[src/rtl/vga_timing_pkg.sv]
// Shared region encodings, 640x480@60 timing constants and the registered output bundle
// used by the VGA timing generator, the colour-lookup stage and the display top.
package vga_timing_pkg;

   typedef enum logic [1:0] {
      ST_SYNC   = 2'd0,
      ST_BACK   = 2'd1,
      ST_ACTIVE = 2'd2,
      ST_FRONT  = 2'd3
   } region_t;

   localparam int unsigned H_SYNC_LEN   = 96;
   localparam int unsigned H_BACK_LEN   = 48;
   localparam int unsigned H_ACTIVE_LEN = 640;
   localparam int unsigned H_FRONT_LEN  = 16;

   localparam int unsigned V_SYNC_LEN   = 2;
   localparam int unsigned V_BACK_LEN   = 33;
   localparam int unsigned V_ACTIVE_LEN = 480;
   localparam int unsigned V_FRONT_LEN  = 10;

   localparam int unsigned CELL_W_LEN   = 80;
   localparam int unsigned CELL_H_LEN   = 60;

   localparam int unsigned CNT_W        = 10;
   localparam int unsigned MAX_CELLS    = 8;

   typedef struct packed {
      logic             hs;
      logic             vs;
      logic [1:0]       h_state;
      logic [1:0]       v_state;
      logic             disp_en;
      logic [CNT_W-1:0] pix_x;
      logic [CNT_W-1:0] pix_y;
      logic [2:0]       cell_x;
      logic [2:0]       cell_y;
      logic             frame_start;
   } vga_out_t;

endpackage

[src/rtl/vga_axis_counter.sv]
// One timing axis: position counter, region decode, active coordinate and an incremental
// colour-cell index that tracks the counter without a divider.
module vga_axis_counter
   import vga_timing_pkg::*;
#(
   parameter int unsigned SYNC_LEN   = H_SYNC_LEN,
   parameter int unsigned BACK_LEN   = H_BACK_LEN,
   parameter int unsigned ACTIVE_LEN = H_ACTIVE_LEN,
   parameter int unsigned FRONT_LEN  = H_FRONT_LEN,
   parameter int unsigned CELL_LEN   = CELL_W_LEN
) (
   input  logic             clk,
   input  logic             rst_n,
   input  logic             step_i,
   output logic [CNT_W-1:0] count_o,
   output logic [1:0]       region_o,
   output logic             wrap_o,
   output logic [CNT_W-1:0] coord_o,
   output logic [2:0]       cell_o
);

   localparam int unsigned TOTAL = SYNC_LEN + BACK_LEN + ACTIVE_LEN + FRONT_LEN;

   localparam logic [CNT_W-1:0] LAST      = CNT_W'(TOTAL - 1);
   localparam logic [CNT_W-1:0] SYNC_END  = CNT_W'(SYNC_LEN);
   localparam logic [CNT_W-1:0] ACT_START = CNT_W'(SYNC_LEN + BACK_LEN);
   localparam logic [CNT_W-1:0] ACT_END   = CNT_W'(SYNC_LEN + BACK_LEN + ACTIVE_LEN);
   localparam logic [CNT_W-1:0] CELL_LAST = CNT_W'(CELL_LEN - 1);
   localparam logic [2:0]       CELL_MAX  = 3'(MAX_CELLS - 1);

   if (ACTIVE_LEN % CELL_LEN != 0) begin : g_bad_cell_size
      $error("vga_axis_counter: ACTIVE_LEN must be a multiple of CELL_LEN");
   end
   if (ACTIVE_LEN / CELL_LEN > MAX_CELLS) begin : g_too_many_cells
      $error("vga_axis_counter: more than 8 cells on one axis");
   end
   if (TOTAL > (1 << CNT_W)) begin : g_total_too_large
      $error("vga_axis_counter: axis total does not fit the counter width");
   end

   logic [CNT_W-1:0] count_q, count_d;
   logic [CNT_W-1:0] sub_q, sub_d;
   logic [2:0]       cell_q, cell_d;
   logic [CNT_W-1:0] count_next;
   logic             in_active;
   region_t          region;

   // NOTE: state registers use non-blocking assignments so every flop samples the
   // pre-edge values and simulation matches the synthesised hardware.
   always_ff @(posedge clk or negedge rst_n) begin
      if (!rst_n) begin
         count_q <= '0;
         sub_q   <= '0;
         cell_q  <= '0;
      end else begin
         count_q <= count_d;
         sub_q   <= sub_d;
         cell_q  <= cell_d;
      end
   end

   // NOTE: every variable gets a default at the top of the block; a path that leaves
   // one unassigned would infer a latch.
   always_comb begin
      count_d    = count_q;
      sub_d      = sub_q;
      cell_d     = cell_q;
      wrap_o     = (count_q == LAST);
      count_next = wrap_o ? '0 : count_q + 1'b1;
      in_active  = (count_q >= ACT_START) && (count_q < ACT_END);

      if (step_i) begin
         count_d = count_next;
         if (count_next == ACT_START) begin
            sub_d  = '0;
            cell_d = '0;
         end else if (in_active && (count_next < ACT_END)) begin
            if (sub_q == CELL_LAST) begin
               sub_d  = '0;
               cell_d = (cell_q == CELL_MAX) ? CELL_MAX : cell_q + 3'd1;
            end else begin
               sub_d  = sub_q + 1'b1;
            end
         end else begin
            sub_d  = '0;
            cell_d = '0;
         end
      end
   end

   always_comb begin
      region = ST_FRONT;
      if (count_q < SYNC_END) begin
         region = ST_SYNC;
      end else if (count_q < ACT_START) begin
         region = ST_BACK;
      end else if (count_q < ACT_END) begin
         region = ST_ACTIVE;
      end
   end

   assign count_o  = count_q;
   assign region_o = region;
   assign coord_o  = in_active ? (count_q - ACT_START) : '0;
   assign cell_o   = cell_q;

endmodule

[src/rtl/vga_timing_gen.sv]
// 640x480@60 timing generator: /2 pixel enable from CLOCK_50, chained H/V axis counters
// and a registered output stage one clock behind the counters.
module vga_timing_gen
   import vga_timing_pkg::*;
#(
   parameter int unsigned H_SYNC   = H_SYNC_LEN,
   parameter int unsigned H_BACK   = H_BACK_LEN,
   parameter int unsigned H_ACTIVE = H_ACTIVE_LEN,
   parameter int unsigned H_FRONT  = H_FRONT_LEN,
   parameter int unsigned V_SYNC   = V_SYNC_LEN,
   parameter int unsigned V_BACK   = V_BACK_LEN,
   parameter int unsigned V_ACTIVE = V_ACTIVE_LEN,
   parameter int unsigned V_FRONT  = V_FRONT_LEN,
   parameter int unsigned CELL_W   = CELL_W_LEN,
   parameter int unsigned CELL_H   = CELL_H_LEN,
   parameter logic        SYNC_POL = 1'b0
) (
   input  logic       CLOCK_50,
   input  logic       RESET_N,
   output logic       PIX_EN,
   output logic       VGA_HS,
   output logic       VGA_VS,
   output logic [1:0] H_STATE,
   output logic [1:0] V_STATE,
   output logic       DISP_EN,
   output logic [9:0] PIX_X,
   output logic [9:0] PIX_Y,
   output logic [2:0] CELL_X,
   output logic [2:0] CELL_Y,
   output logic       FRAME_START
);

   localparam vga_out_t OUT_RST = '{
      hs: ~SYNC_POL, vs: ~SYNC_POL, h_state: 2'd0, v_state: 2'd0, disp_en: 1'b0,
      pix_x: '0, pix_y: '0, cell_x: 3'd0, cell_y: 3'd0, frame_start: 1'b0
   };

   logic             pix_en_q;
   logic             v_step;
   logic             h_wrap;
   logic             v_wrap_unused;
   logic [CNT_W-1:0] h_count, v_count;
   logic [CNT_W-1:0] h_coord, v_coord;
   logic [1:0]       h_region, v_region;
   logic [2:0]       h_cell, v_cell;
   vga_out_t         out_d, out_q;

   assign v_step = pix_en_q & h_wrap;

   vga_axis_counter #(
      .SYNC_LEN   (H_SYNC),
      .BACK_LEN   (H_BACK),
      .ACTIVE_LEN (H_ACTIVE),
      .FRONT_LEN  (H_FRONT),
      .CELL_LEN   (CELL_W)
   ) u_h_axis (
      .clk      (CLOCK_50),
      .rst_n    (RESET_N),
      .step_i   (pix_en_q),
      .count_o  (h_count),
      .region_o (h_region),
      .wrap_o   (h_wrap),
      .coord_o  (h_coord),
      .cell_o   (h_cell)
   );

   vga_axis_counter #(
      .SYNC_LEN   (V_SYNC),
      .BACK_LEN   (V_BACK),
      .ACTIVE_LEN (V_ACTIVE),
      .FRONT_LEN  (V_FRONT),
      .CELL_LEN   (CELL_H)
   ) u_v_axis (
      .clk      (CLOCK_50),
      .rst_n    (RESET_N),
      .step_i   (v_step),
      .count_o  (v_count),
      .region_o (v_region),
      .wrap_o   (v_wrap_unused),
      .coord_o  (v_coord),
      .cell_o   (v_cell)
   );

   // (0,0) is held for two clocks; pix_en_q is low only on the first of them.
   always_comb begin
      out_d             = OUT_RST;
      out_d.hs          = (h_region == ST_SYNC) ? SYNC_POL : ~SYNC_POL;
      out_d.vs          = (v_region == ST_SYNC) ? SYNC_POL : ~SYNC_POL;
      out_d.h_state     = h_region;
      out_d.v_state     = v_region;
      out_d.disp_en     = (h_region == ST_ACTIVE) && (v_region == ST_ACTIVE);
      out_d.pix_x       = h_coord;
      out_d.pix_y       = v_coord;
      out_d.cell_x      = out_d.disp_en ? h_cell : 3'd0;
      out_d.cell_y      = (v_region == ST_ACTIVE) ? v_cell : 3'd0;
      out_d.frame_start = (h_count == '0) && (v_count == '0) && !pix_en_q;
   end

   always_ff @(posedge CLOCK_50 or negedge RESET_N) begin
      if (!RESET_N) begin
         pix_en_q <= 1'b0;
         out_q    <= OUT_RST;
      end else begin
         pix_en_q <= ~pix_en_q;
         out_q    <= out_d;
      end
   end

   assign PIX_EN      = pix_en_q;
   assign VGA_HS      = out_q.hs;
   assign VGA_VS      = out_q.vs;
   assign H_STATE     = out_q.h_state;
   assign V_STATE     = out_q.v_state;
   assign DISP_EN     = out_q.disp_en;
   assign PIX_X       = out_q.pix_x;
   assign PIX_Y       = out_q.pix_y;
   assign CELL_X      = out_q.cell_x;
   assign CELL_Y      = out_q.cell_y;
   assign FRAME_START = out_q.frame_start;

endmodule

[config.mk]
export PLATFORM = sky130hd
export DESIGN_NAME = vga_timing_gen
export DESIGN_NICKNAME = d
export VERILOG_FILES = /design/src/rtl/vga_timing_pkg.sv /design/src/rtl/vga_axis_counter.sv /design/src/rtl/vga_timing_gen.sv
export SDC_FILE = /design/constraint.sdc
export NUM_CORES = 1
export LEC_CHECK = 0
export CORE_ASPECT_RATIO = 0.6
export CORE_MARGIN = 4
export CORE_UTILIZATION = 25
export CTS_BUF_LIST = sky130_fd_sc_hd__clkbuf_2
export DETAILED_ROUTE_END_ITERATION = 8
export PLACE_DENSITY = 0.42
export SYNTH_ARGS = -nofsm -noshare
export SYNTH_HDL_FRONTEND = slang
export SYNTH_SLANG_ARGS = --single-unit
[constraint.sdc]
create_clock -name CLOCK_50 -period 2.65 [get_ports CLOCK_50]
set_input_delay 0.53 -clock CLOCK_50 [delete_from_list [all_inputs] [get_ports CLOCK_50]]
set_output_delay 0.53 -clock CLOCK_50 [all_outputs]
set_load 0.02 [all_outputs]
Word-level counts from Yosys, hierarchy flattened. Cells that the tools add are included.

Register bits: 81. Latch bits: 0. Memory bits (writable): 0. Memory bits (read-only): 0. Bits of input ports: 2. Output and inout bits: 35. Logic and storage cells: 91. Memories: 0.

Add/sub/neg operators: 8. Multipliers: 0. Divide/modulo/power cells: 0. Magnitude comparators: 10. Eq/ne operators: 12. Shift-type cells: 0. Muxes and demuxes: 28. Bitwise logic cells: 2. Reductions and logical operators: 14.

Operators by type and width (count): $mux W10 (10); $add A10 B1 Y10 const B (4); $lt A10 B10 Y1 const B (4); $mux W3 (10); $eq A10 B10 Y1 const B (2); $eq A10 B6 Y1 const B (2); $logic_not A10 Y1 (2); $eq A10 B7 Y1 const B (1); $eq A10 B8 Y1 const B (1); $ge A10 B6 Y1 const B (1); $ge A10 B8 Y1 const B (1); $lt A10 B2 Y1 const B (1); $lt A10 B6 Y1 const B (1); $lt A10 B7 Y1 const B (1); $lt A10 B8 Y1 const B (1); $sub A10 B6 Y10 const B (1); $sub A10 B8 Y10 const B (1); $mux W2 (4); $logic_and A1 B1 Y1 (7); $add A3 B1 Y3 const B (2); $eq A3 B3 Y1 const B (2); $ne A3 B2 Y1 const B (2); $eq A2 B2 Y1 const B (2); $logic_not A2 Y1 (2); 5 further kinds (9).

Logic depth before layout (Yosys ltp). Gate-level depths: netlist (run 1).

Word-level depth: 7. Depth in mapped cells: 11. Mapped depth without buffers: 10.

Hierarchy. From an unflattened synthesis (run 1), not the netlist that was laid out.

Cells, all modules: 440. Area total of the unflattened synthesis: 4350.4 um^2.

By module, submodules not included: vga_axis_counter (u_v_axis) (times used 1, cells each 191, area each 1676.6 um^2, sequential area each 575.6 um^2); vga_axis_counter (u_h_axis) (times used 1, cells each 195, area each 1666.6 um^2, sequential area each 575.6 um^2); vga_timing_gen (times used 1, cells each 54, area each 1007.2 um^2, sequential area each 878.3 um^2).

Worst setup path before layout (run 1). No wires, ideal clock.

Kind: register to register. Start: register u_v_axis.count_q[0] (netlist: u_v_axis.count_o[0]). End: register u_v_axis.sub_q[4]. Library setup time: 0.076 ns. Arrival: 2.653 ns. Required time: 2.574 ns. Path slack: -0.080 ns. Stages on the path, launching flop included: 10. Path buffers: 1. Clock period less this slack: 2.730 ns. Cell sequence: dfrtp_1 > ha_1 > buf_2 > and3_2 > a2111oi_1 > a31oi_1 > or4_4 > a21o_1 > or4_1 > o21ai_1.

Longest elaborated chain between the ends: 6. Elaborated cells on any way between the ends: 11. Classes of those cells: add/sub (1); order compare (3); eq/ne (2); mux (3); reduce/logical (2).

RTL lines: start, declared (line vga_axis_counter.sv:41) `logic [CNT_W-1:0] count_q, count_d;`; start signal, assigned (line vga_axis_counter.sv:56) `count_q <= count_d;`; $add A10 B1 Y10 or $eq A10 B10 Y1 (tied branches) (line vga_axis_counter.sv:69, vga_axis_counter.sv:68); $mux W10 (line vga_axis_counter.sv:69) `count_next = wrap_o ? '0 : count_q + 1'b1;`; $lt A10 B10 Y1 (line vga_axis_counter.sv:77) `end else if (in_active && (count_next < ACT_END)) begin`; $logic_and A1 B1 Y1 (line vga_axis_counter.sv:77); $mux W10 (line vga_axis_counter.sv:77); $mux W10 (*) (line vga_axis_counter.sv:74) `if (count_next == ACT_START) begin`; end signal, assigned (line vga_axis_counter.sv:57) `sub_q <= sub_d;`; end, declared (line vga_axis_counter.sv:42) `logic [CNT_W-1:0] sub_q, sub_d;`.

Mark *: on every way between the ends. The rest lies on a longest branch, timed or not. A chain may end at the register's enable or synchronous reset.

Final worst setup path (run 1). Ends and elaborated chain as after synthesis.

==> reports/summary.txt, run 1 <==
Critical path endpoint: u_v_axis.sub_q[4]
Initial Util: 25.8%
H-tree levels: 3
Total CTS buffers: 9
Vias in the first global route: 3476
Starting DRT DRC Count: 302
GRT overflow: 0
Placed inst area: 0.00515 mm²
R2R Path Start: u_v_axis.count_o[0]
Clock skew: 0.0433 ns
CTS tree: yes
Drt drc: 0
Clk sinks: 81
Kind of end point of the critical path: flop
Hold slack final: 0.407 ns
Max-slew headroom: 68.4%
Final worst path period need: 2.56 ns
Final net count: 541
Critical path class: reg2reg
EDFF count, synth: 0
Post-DP HPWL: 7740 µm
Gr usage total: 11.8%
Vias: 3517
Largest net degree at the start of global routing: 55
Power Density: 363 mW/mm²
Die width: 176 µm
Synth Warn #: 0
Min-delay worst type: in2async
Worst Tran Pin Value: 0.474 ns
Synth Cell Area: 0.00422 mm²
Fin. max-slew vios: 0
Crit path from: u_v_axis.count_o[0]
Root Driver: clkbuf_2
First-pass GRT wire length: 17900 µm
Sequential fraction of the synthesis area: 48.0%
Area delta synth->final: 28.1%
Asr flop ratio synth: 100%
Worst-path fanout max: 6
DR vias/cell: 4.63
Pre-antenna DRT Iters: 4
Setup-failing EPs final: 0
# rows: 36
Initial antenna violation count: 0
Commonest register cell after synthesis: dfrtp_1
Reg-to-reg endpoint: u_v_axis.sub_q[4]
Critical Path RT: 3.12 ns
Fin util: 33.0%
Post-Syn Area per Cell: 9.45 µm²
Die H: 109 µm
Reg-to-reg slack, setup: 0.09 ns
Worst Path Arrival: 3.03 ns
DRT Wirelength: 10800 µm
N_diodes: 0
Syn nets: 462
Max cap viols: 0
Setup_tns: 0 ns
Clock tree buffer depth: 2
Worst-skew pair later-pin latency: 0.56 ns
Leak: 0.00242 µW
Worst vdd ir: 0.238 mV
Reg2Reg Depth: 8
Crit share post-route: 96.7%
Layout cell share with drive strength beyond 1: 20.0%
Final ANT Viol Nets: 0
Yosys cell types: 64
Core ar.: 0.0164 mm²
Status: finished clean
RSZ-0062 raised after global routing: true
IO buf count: 36
WL per Instance: 14.2 µm
Final instance area: 0.00541 mm²
I/O Pins: 37
FF+latch count, synth: 81
GP Congestion: 0.846
Final hold vios: 0
Clock transition at path regs: 0.24 ns
Synthesized instance count: 447
Crit path launch type: flop
FMAX: 390 MHz
Die ar.: 0.0191 mm²
## metrics by stage
stage | setup WS [ns] | std cells | total power [µW]
CTS | 0.0114 | 751 | 2010
detailed placement | 0.0509 | 734 | 1290
floorplan | 0.00134 | 447 | 1260
global route | -0.0476 | 759 | 2060
finish | 0.0887 | 759 | 1960
global placement | 0.0626 | 734 | 1290
## metal layers
| layer | global-route usage [%] | wire length (µm) | vias to the layer above |
|---|---|---|---|
| met5 | 0 | 0 | - |
| li1 | - | - | 1751 |
| met2 | 16.0 | 4360 | 85 |
| met4 | 2.95 | 73 | 0 |
| met3 | 3.53 | 710 | 6 |
| met1 | 17.9 | 5650 | 1675 |
## timing repair
item | CTS | global route
endpoints found under the setup margin | 1 | 13
gates resized for setup | 1 | 17
hold buffers | 1 | 0
setup buffers | 0 | 7
pin swaps | 0 | 8
cloned | 0 | 1
endpoints found under the hold margin | 26 | 0
## worst min path at each step
| stage | endpoint | slack [ns] | start | depth (start not counted) |
|---|---|---|---|---|
| floorplan | CELL_X[0] | 0.23 | RESET_N | 0 |
| global placement | u_v_axis.sub_q[1] | 0.48 | RESET_N | 1 |
| detailed placement | u_v_axis.sub_q[1] | 0.49 | RESET_N | 1 |
| CTS | u_v_axis.sub_q[1] | 0.37 | RESET_N | 2 |
| global route | V_STATE[0] | 0.37 | RESET_N | 2 |
| finish | u_v_axis.sub_q[1] | 0.41 | RESET_N | 2 |
## sequential cells by signal (all words and copies together), names as in the netlist
| name | flops |
|---|---|
| u_v_axis.count_o | 10 |
| u_v_axis.cell_o | 3 |
| PIX_X | 10 |
| CELL_Y | 3 |
| u_h_axis.sub_q | 10 |
| u_h_axis.count_o | 10 |
| H_STATE | 2 |
| V_STATE | 2 |
| CELL_X | 3 |
| VGA_HS | 1 |
| u_h_axis.cell_o | 3 |
| u_v_axis.sub_q | 10 |
| FRAME_START | 1 |
| DISP_EN | 1 |
| VGA_VS | 1 |
| PIX_Y | 10 |
| PIX_EN | 1 |
## power breakdown
part,switching (µW),internal [µW],leakage [µW]
combinational,24.6,4.98,0.00125
clock,476,218,0.0000713
sequential,0,1240,0.00110
total,501,1460,0.00242
## critical path, cell delays in order (launching register included)
cell and delay (ns):
dfrtp_1 0.48, buf_6 0.15, and4_4 0.24, nand4_4 0.12
mux2_4 0.33, or4_4 0.50, a21o_1 0.21, or4_1 0.38
o21ai_1 0.09
## layout make-up
cell class                      count  area, µm²
Fill cell                        1693      11000
Timing Repair Buffer               98        856
Inverter                           12       45.0
Clock inverter                      7       68.8
Clock buffer                        9       45.0
Multi-Input combinational cell    324       2080
Tap cell                          228        285
Sequential cell                    81       2040
## synthesized netlist by cell type, types with 3 or more instances
| library cell | number | share of area (%) |
|---|---|---|
| dfrtp_1 | 79 | 47 |
| nor2_1 | 43 | 3.8 |
| nand2_1 | 41 | 3.6 |
| nand3_1 | 27 | 3.2 |
| o21ai_0 | 23 | 2.7 |
| clkbuf_1 | 20 | 1.8 |
| xnor2_1 | 20 | 4.1 |
| a21oi_1 | 18 | 2.1 |
| ha_1 | 13 | 3.9 |
| and3_1 | 11 | 1.6 |
| inv_1 | 11 | 0.98 |
| nor3_1 | 11 | 1.3 |
| a21o_1 | 7 | 1.2 |
| nand4_1 | 7 | 1.0 |
| o21ai_1 | 7 | 0.83 |
| and2_1 | 6 | 0.89 |
| xor2_1 | 6 | 1.2 |
| a31oi_1 | 5 | 0.74 |
| buf_2 | 5 | 0.59 |
| nand2b_1 | 5 | 0.74 |
| o31ai_1 | 5 | 0.89 |
| or3_1 | 5 | 0.74 |
| or4_1 | 5 | 0.89 |
| nor2b_1 | 4 | 0.59 |
| nor4_1 | 4 | 0.59 |
| a211oi_1 | 3 | 0.53 |
| a22o_1 | 3 | 0.62 |
| a31o_2 | 3 | 0.62 |
| buf_4 | 3 | 0.53 |
| nor4b_1 | 3 | 0.62 |
| o22ai_1 | 3 | 0.44 |
| o32ai_1 | 3 | 0.62 |
## cell families (layout without fill, tap and decap cells)
group / Yosys count / after routing / synth area share [%]
multiplexers: 4 / 4 / 1.13
AO/OA/AOI/OAI: 95 / 95 / 14.7
adder cells (fa/ha/maj): 13 / 13 / 3.85
buffers and inverters: 42 / 126 / 4.15
flip-flops: 81 / 81 / 48.0
AND/OR/NAND/NOR: 186 / 186 / 22.7
XOR/XNOR: 26 / 26 / 5.39
## cell usage in the layout (no fill, tap or decap), types with 9 or more instances in the layout
cell	instances
dfrtp_1	73
buf_4	57
nor2_1	42
nand2_1	41
clkdlybuf4s50_1	35
nand3_1	27
o21ai_0	22
xnor2_1	20
a21oi_1	17
inv_1	11
nor3_1	11
and3_1	11
ha_1	11
clkbuf_2	9
No activity file was read; power rests on OpenSTA's default activity.
==> inputs of run 2 (changes only) <==
--- a/config.mk
+++ b/config.mk
@@ -11,6 +11,7 @@
 export CTS_BUF_LIST = sky130_fd_sc_hd__clkbuf_2
 export DETAILED_ROUTE_END_ITERATION = 8
 export PLACE_DENSITY = 0.42
+export SETUP_SLACK_MARGIN = 0.02
 export SYNTH_ARGS = -nofsm -noshare
 export SYNTH_HDL_FRONTEND = slang
 export SYNTH_SLANG_ARGS = --single-unit
==> run 2 against run 1 <==
  * Highest routed layer unchanged
  * First-iteration DRC count down 22%
  * Cell count up 0.13%
  * Power up 8.7%
==> reports/summary.txt, run 2 (synthesized netlist as in run 1, its figures left out) <==
Status: finished clean
Root Driver: clkbuf_2
Crit share post-route: 96.5% (-0.11 points)
Clk sinks: 81 (unchanged)
Total CTS buffers: 9 (unchanged)
Final instance area: 0.00551 mm² (+1.7%)
Die ar.: 0.0191 mm² (unchanged)
Initial antenna violation count: 0 (unchanged)
Min-delay worst type: in2async
Area delta synth->final: 30.3%
Kind of end point of the critical path: flop
Crit path launch type: flop
RSZ-0062 raised after global routing: true
Largest net degree at the start of global routing: 49 (-11%)
Core ar.: 0.0164 mm² (unchanged)
Worst Tran Pin Value: 0.634 ns (+0.159 ns)
Gr usage total: 11.7% (-0.089 points)
Vias in the first global route: 3460 (-0.46%)
Max-slew headroom: 57.8% (-11 points)
GRT overflow: 0 (unchanged)
Vias: 3526 (+0.26%)
Commonest non-fill, non-tap cells in the layout: dfrtp_1 (71), buf_4 (62), nor2_1 (42)
Pint: 1660 µW (+14%)
Critical Path RT: 3.10 ns (-0.02 ns)
Clock skew: 0.0355 ns (-0.00774 ns)
Power Density: 388 mW/mm² (+6.9%)
DR vias/cell: 4.64 (+0.12%)
GP Congestion: 0.843 (-0.41%)
Worst slack, placed: 0.0225 ns (-0.0284 ns)
Layout cell share with drive strength beyond 1: 22.4% (+2.4 points)
Drt drc: 0 (unchanged)
First-pass GRT wire length: 17900 µm (+0.12%)
Final hold vios: 0 (unchanged)
Commonest non-fill, non-tap cell in the layout: dfrtp_1
WL per Instance: 14.1 µm (-1.0%)
Max cap viols: 0 (unchanged)
Worst vdd ir: 0.175 mV (-26%)
H-tree levels: 3 (unchanged)
Clock transition at path regs: 0.24 ns (about the same)
Final ANT Viol Nets: 0 (unchanged)
IO buf count: 36 (unchanged)
DRT Wirelength: 10700 µm (-0.90%)
Final net count: 542 (+0.18%)
Clock tree buffer depth: 2 (unchanged)
Placed Cells: 738 (+0.54%)
# rows: 36 (unchanged)
Final worst path period need: 2.56 ns (-0.00292 ns)
Placed inst area: 0.00518 mm² (+0.63%)
Met1 Track Usage GR: 17.8% (-0.083 points)
Initial Util: 25.8% (unchanged)
Grt met2 use: 16.4% (+0.39 points)
Reg power frac: 58.1% (-5.0 points)
Die H: 109 µm (unchanged)
Post-DP HPWL: 7900 µm (+2.0%)
Setup-failing EPs final: 0 (unchanged)
Setup_tns: 0 ns (unchanged)
Worst-path fanout max: 5 (-1)
Met3 global-route usage: 3.22% (-0.31 points)
Non-Filler Instances: 760 (+0.13%)
Logic gate share of total power: 1.4% (about the same)
Worst Path Arrival: 3.01 ns (-0.02 ns)
Gr busiest metal: met1
N_diodes: 0 (unchanged)
Reg-to-reg slack, setup: 0.09 ns (about the same)
I/O Pins: 37 (unchanged)
Reg2Reg Depth: 8 (unchanged)
Setup WS post-layout: 0.0916 ns (+0.00292 ns)
Critical path class: reg2reg
FMAX: 391 MHz (+0.11%)
Fin. max-slew vios: 0 (unchanged)
Clk pwr share: 40.6% (+5.2 points)
Die width: 176 µm (unchanged)
Psw: 473 µW (-5.6%)
Switching share of power: 22.2% (-3.4 points)
CTS tree: yes
Starting DRT DRC Count: 235 (-22%)
Worst-skew pair later-pin latency: 0.54 ns (-0.02 ns)
Pre-antenna DRT Iters: 4 (unchanged)
Leak: 0.00246 µW (+1.5%)
Total chip power: 2130 µW (+8.7%)
## run 2: stage by stage
| step | utilization, % | hold WS (ns) |
|---|---|---|
| after floorplan | - | 0.234 |
| after global placement | 31.6 | 0.496 |
| after detailed placement | 31.6 | 0.498 |
| after CTS | 32.9 | 0.474 |
| after global routing | 33.6 | 0.472 |
| final | 33.6 | 0.519 |
## run 2: final cells by class
| type | count | area [µm²] |
|---|---|---|
| clock buffers | 10 | 50.0 |
| clock inverters | 6 | 115 |
| fillers | 1684 | 10900 |
| inverters | 12 | 45.0 |
| multi-input cells | 324 | 2120 |
| flip-flops and latches | 81 | 2040 |
| well taps | 228 | 285 |
| repair buffers | 99 | 846 |
## run 2: power by group through the flow
stage | clock, µW | combinational [µW] | sequential (µW)
after global routing | 956 | 36.2 | 1240
after detailed placement | 0 | 31.8 | 1260
final | 865 | 29.6 | 1240
after CTS | 912 | 32.9 | 1240
after global placement | 0 | 32.0 | 1260
after floorplan | 0 | 0.000878 | 1260
## run 2: path summary, 6_finish.rpt
kind                                startpoint                   to
setup / recovery           u_v_axis.count_o[1]    u_v_axis.sub_q[4]
hold / removal                         RESET_N  u_v_axis.count_o[9]
setup reg to reg           u_v_axis.count_o[1]    u_v_axis.sub_q[4]
hold reg to reg              u_v_axis.sub_q[0]    u_v_axis.sub_q[0]
max in group asynchronous              RESET_N               VGA_VS
min in group CLOCK_50        u_v_axis.sub_q[0]    u_v_axis.sub_q[0]
## run 2: worst max-delay path: stages, from the launching register on
cell     delay [ns]
dfrtp_2        0.46
buf_12         0.12
and4_4         0.26
nand4_4        0.11
mux2_4         0.32
or4_4          0.55
a21o_1         0.20
or4_1          0.39
o21ai_1        0.08
## run 2: timing repair
item / CTS / global route
endpoints found under the hold margin: 44 / 0
setup buffers: 3 / 2
endpoints found under the setup margin: 3 / 24
gates resized for setup: 3 / 26
hold buffers: 1 / 0
pin swaps: 0 / 11
## run 2: routing by layer
metal  vias to the layer above  wire (µm)
met5                         -          0
met4                         0         36
met3                         4        606
met2                        85       4370
met1                      1691       5690
li1                       1746          -
==> patch: new RTL, config.mk and constraints of run 1 <==
`SYNC_POL`: 1'b0 -> 1'b1.
--- a/src/rtl/vga_timing_gen.sv
+++ b/src/rtl/vga_timing_gen.sv
@@ -13,7 +13,7 @@
    parameter int unsigned V_FRONT  = V_FRONT_LEN,
    parameter int unsigned CELL_W   = CELL_W_LEN,
    parameter int unsigned CELL_H   = CELL_H_LEN,
-   parameter logic        SYNC_POL = 1'b0
+   parameter logic        SYNC_POL = 1'b1
 ) (
    input  logic       CLOCK_50,
    input  logic       RESET_N,
Check against the original RTL: not equivalent (a bounded check fails within 4 cycles, from zero or initial values and one cycle with RESET_N low).
==> patch against run 1 <==
Via count fell by 3.0%. Area after synthesis decreased by 1.1%. Total power increased by 2.8%. Sequential cell count did not move. Critical endpoint is now u_h_axis.sub_q[4]$_DFFE_PN0P_. Setup slack better by 0.034 ns. Wire length is 4.2% lower. Design area decreased by 5.5%. First-iteration DRC count is 31% lower. Global-route usage down 0.19 points.
==> patch: results (changes against run 1) <==
<table>
<tr><th>Metric</th><th>Value</th></tr>
<tr><th colspan="2">Global routing</th></tr>
<tr><td>Wire length of the first global-routing pass</td><td>17.72 mm (was 17.90 mm)</td></tr>
<tr><td>Number of global-route vias before repair</td><td>3307 (was 3476)</td></tr>
<tr><td>Global Route Usage Sum</td><td>11.56% (was 11.75%)</td></tr>
<tr><td>Pin count of the biggest net entering global routing</td><td>62 (was 55)</td></tr>
<tr><th colspan="2">Place</th></tr>
<tr><td>Dpl hpwl</td><td>7.471 mm (was 7.740 mm)</td></tr>
<tr><td>Instance area at placement</td><td>4927 um^2 (was 5152 um^2)</td></tr>
<tr><td>Weighted congestion reported at the end of routability-driven placement</td><td>0.8805 (was 0.8461)</td></tr>
<tr><th colspan="2">Synthesis</th></tr>
<tr><td>Post-synthesis net count</td><td>463 (was 462)</td></tr>
<tr><td>Synth area leaders</td><td>dfrtp_1 49%, nor2_1 4.6%, nand2_1 4.1%, nand3_1 3.8%, ha_1 3.6% (was dfrtp_1 47%, xnor2_1 4.1%, ha_1 3.9%, nor2_1 3.8%, nand2_1 3.6%)</td></tr>
<tr><td>Most used standard cells in the synthesized netlist</td><td>81 x dfrtp_1, 51 x nor2_1, 46 x nand2_1 (was 79 x dfrtp_1, 43 x nor2_1, 41 x nand2_1)</td></tr>
<tr><th colspan="2">Setup path</th></tr>
<tr><td>Worst-path cell with the longest stage delay</td><td>o41ai_1 (was or4_4)</td></tr>
<tr><td>WP data arrival</td><td>2.97 ns (was 3.03 ns)</td></tr>
<tr><td>Minimum setup slack among reg-to-reg paths</td><td>0.12 ns (was 0.09 ns)</td></tr>
<tr><td>Worst Reg-to-Reg Cells</td><td>7 (was 8)</td></tr>
<tr><td>Endpoint of the worst register-to-register path</td><td>u_h_axis.sub_q[4]$_DFFE_PN0P_ (was u_v_axis.sub_q[4]$_DFFE_PN0P_)</td></tr>
<tr><td>Largest driver fanout on the critical path</td><td>8 (was 6)</td></tr>
<tr><th colspan="2">Pwr</th></tr>
<tr><td>VDD IR max</td><td>150.8 uV (was 237.6 uV)</td></tr>
<tr><td>Net switching power of the design</td><td>0.0004705 W (was 0.0005010 W)</td></tr>
<tr><td>Static leakage power</td><td>2.192 nW (was 2.421 nW)</td></tr>
<tr><th colspan="2">Clock tree</th></tr>
<tr><td>Clock transition time at the flip-flop clock pins of the worst setup and hold paths</td><td>0.22 ns (was 0.24 ns)</td></tr>
<tr><th colspan="2">Timing</th></tr>
<tr><td>Minimum hold slack</td><td>0.3907 ns (was 0.4067 ns)</td></tr>
<tr><td>Final Skew</td><td>0.05038 ns (was 0.04329 ns)</td></tr>
<tr><td>Slew at the pin with the worst max-slew slack</td><td>0.7362 ns (was 0.4744 ns)</td></tr>
<tr><th colspan="2">Route</th></tr>
<tr><td>Initial drt markers</td><td>207 (was 302)</td></tr>
<tr><th colspan="2">Run status</th></tr>
<tr><td>Outcome</td><td>complete, no violations (unchanged)</td></tr>
<tr><th colspan="2">Cells and area</th></tr>
<tr><td>Share of cells above drive strength 1</td><td>12.25% (was 19.96%)</td></tr>
</table>
-- patch: metal layers --
metal / vias to the layer above / wire [um] / track usage, %
met2: 64 / 3998 / 15.94
met1: 1652 / 5726 / 17.59
met5: - / 0 / 0
met3: 8 / 523 / 3.459
met4: 0 / 93 / 2.633
li1: 1686 / - / -
-- patch: layout make-up --
cell class	instances	area, um^2
Fill cell	1734	11190
Sequential cell	81	2027
Clock buffer	9	45.04
Timing Repair Buffer	63	575.6
Tap cell	228	285.3
Inverter	19	71.32
Multi-Input combinational cell	328	2027
Clock inverter	6	83.83
-- patch: metrics by stage --
| step | instances | utilization [%] | power [W] | worst slack (ns) |
|---|---|---|---|---|
| 6_report | 734 | 31.37 | 0.002018 | 0.1227 |
| 5_1_grt | 734 | 31.37 | 0.002112 | 0.01246 |
| 4_1_cts | 734 | 31.12 | 0.002056 | 0.06906 |
| 3_5_place_dp | 717 | 30.22 | 0.001291 | -0.05365 |
| 3_3_place_gp | 717 | 30.22 | 0.001290 | -0.03314 |
| 2_1_floorplan | 449 | - | 0.001260 | 0.2318 |
-- patch: what timing repair did --
action / in CTS / in global routing
hold endpoints to repair: 20 / 0
hold buffers: 1 / 0
gates resized for setup: 0 / 10
endpoints found under the setup margin: 9 / 22
setup buffers: 1 / 0
-- patch: kinds of logic (layout without fill, tap and decap cells) --
kind of cell | after synthesis | count (layout) | synth area share (%)
and+or+nand+nor | 199 | 199 | 23.89
AOI/OAI and AO/OA | 94 | 94 | 15.18
DFF | 81 | 81 | 48.50
buffers and inverters | 40 | 97 | 3.982
xor gates and xnor gates | 22 | 22 | 4.611
adders and majority gates | 12 | 12 | 3.593
muxes | 1 | 1 | 0.2395
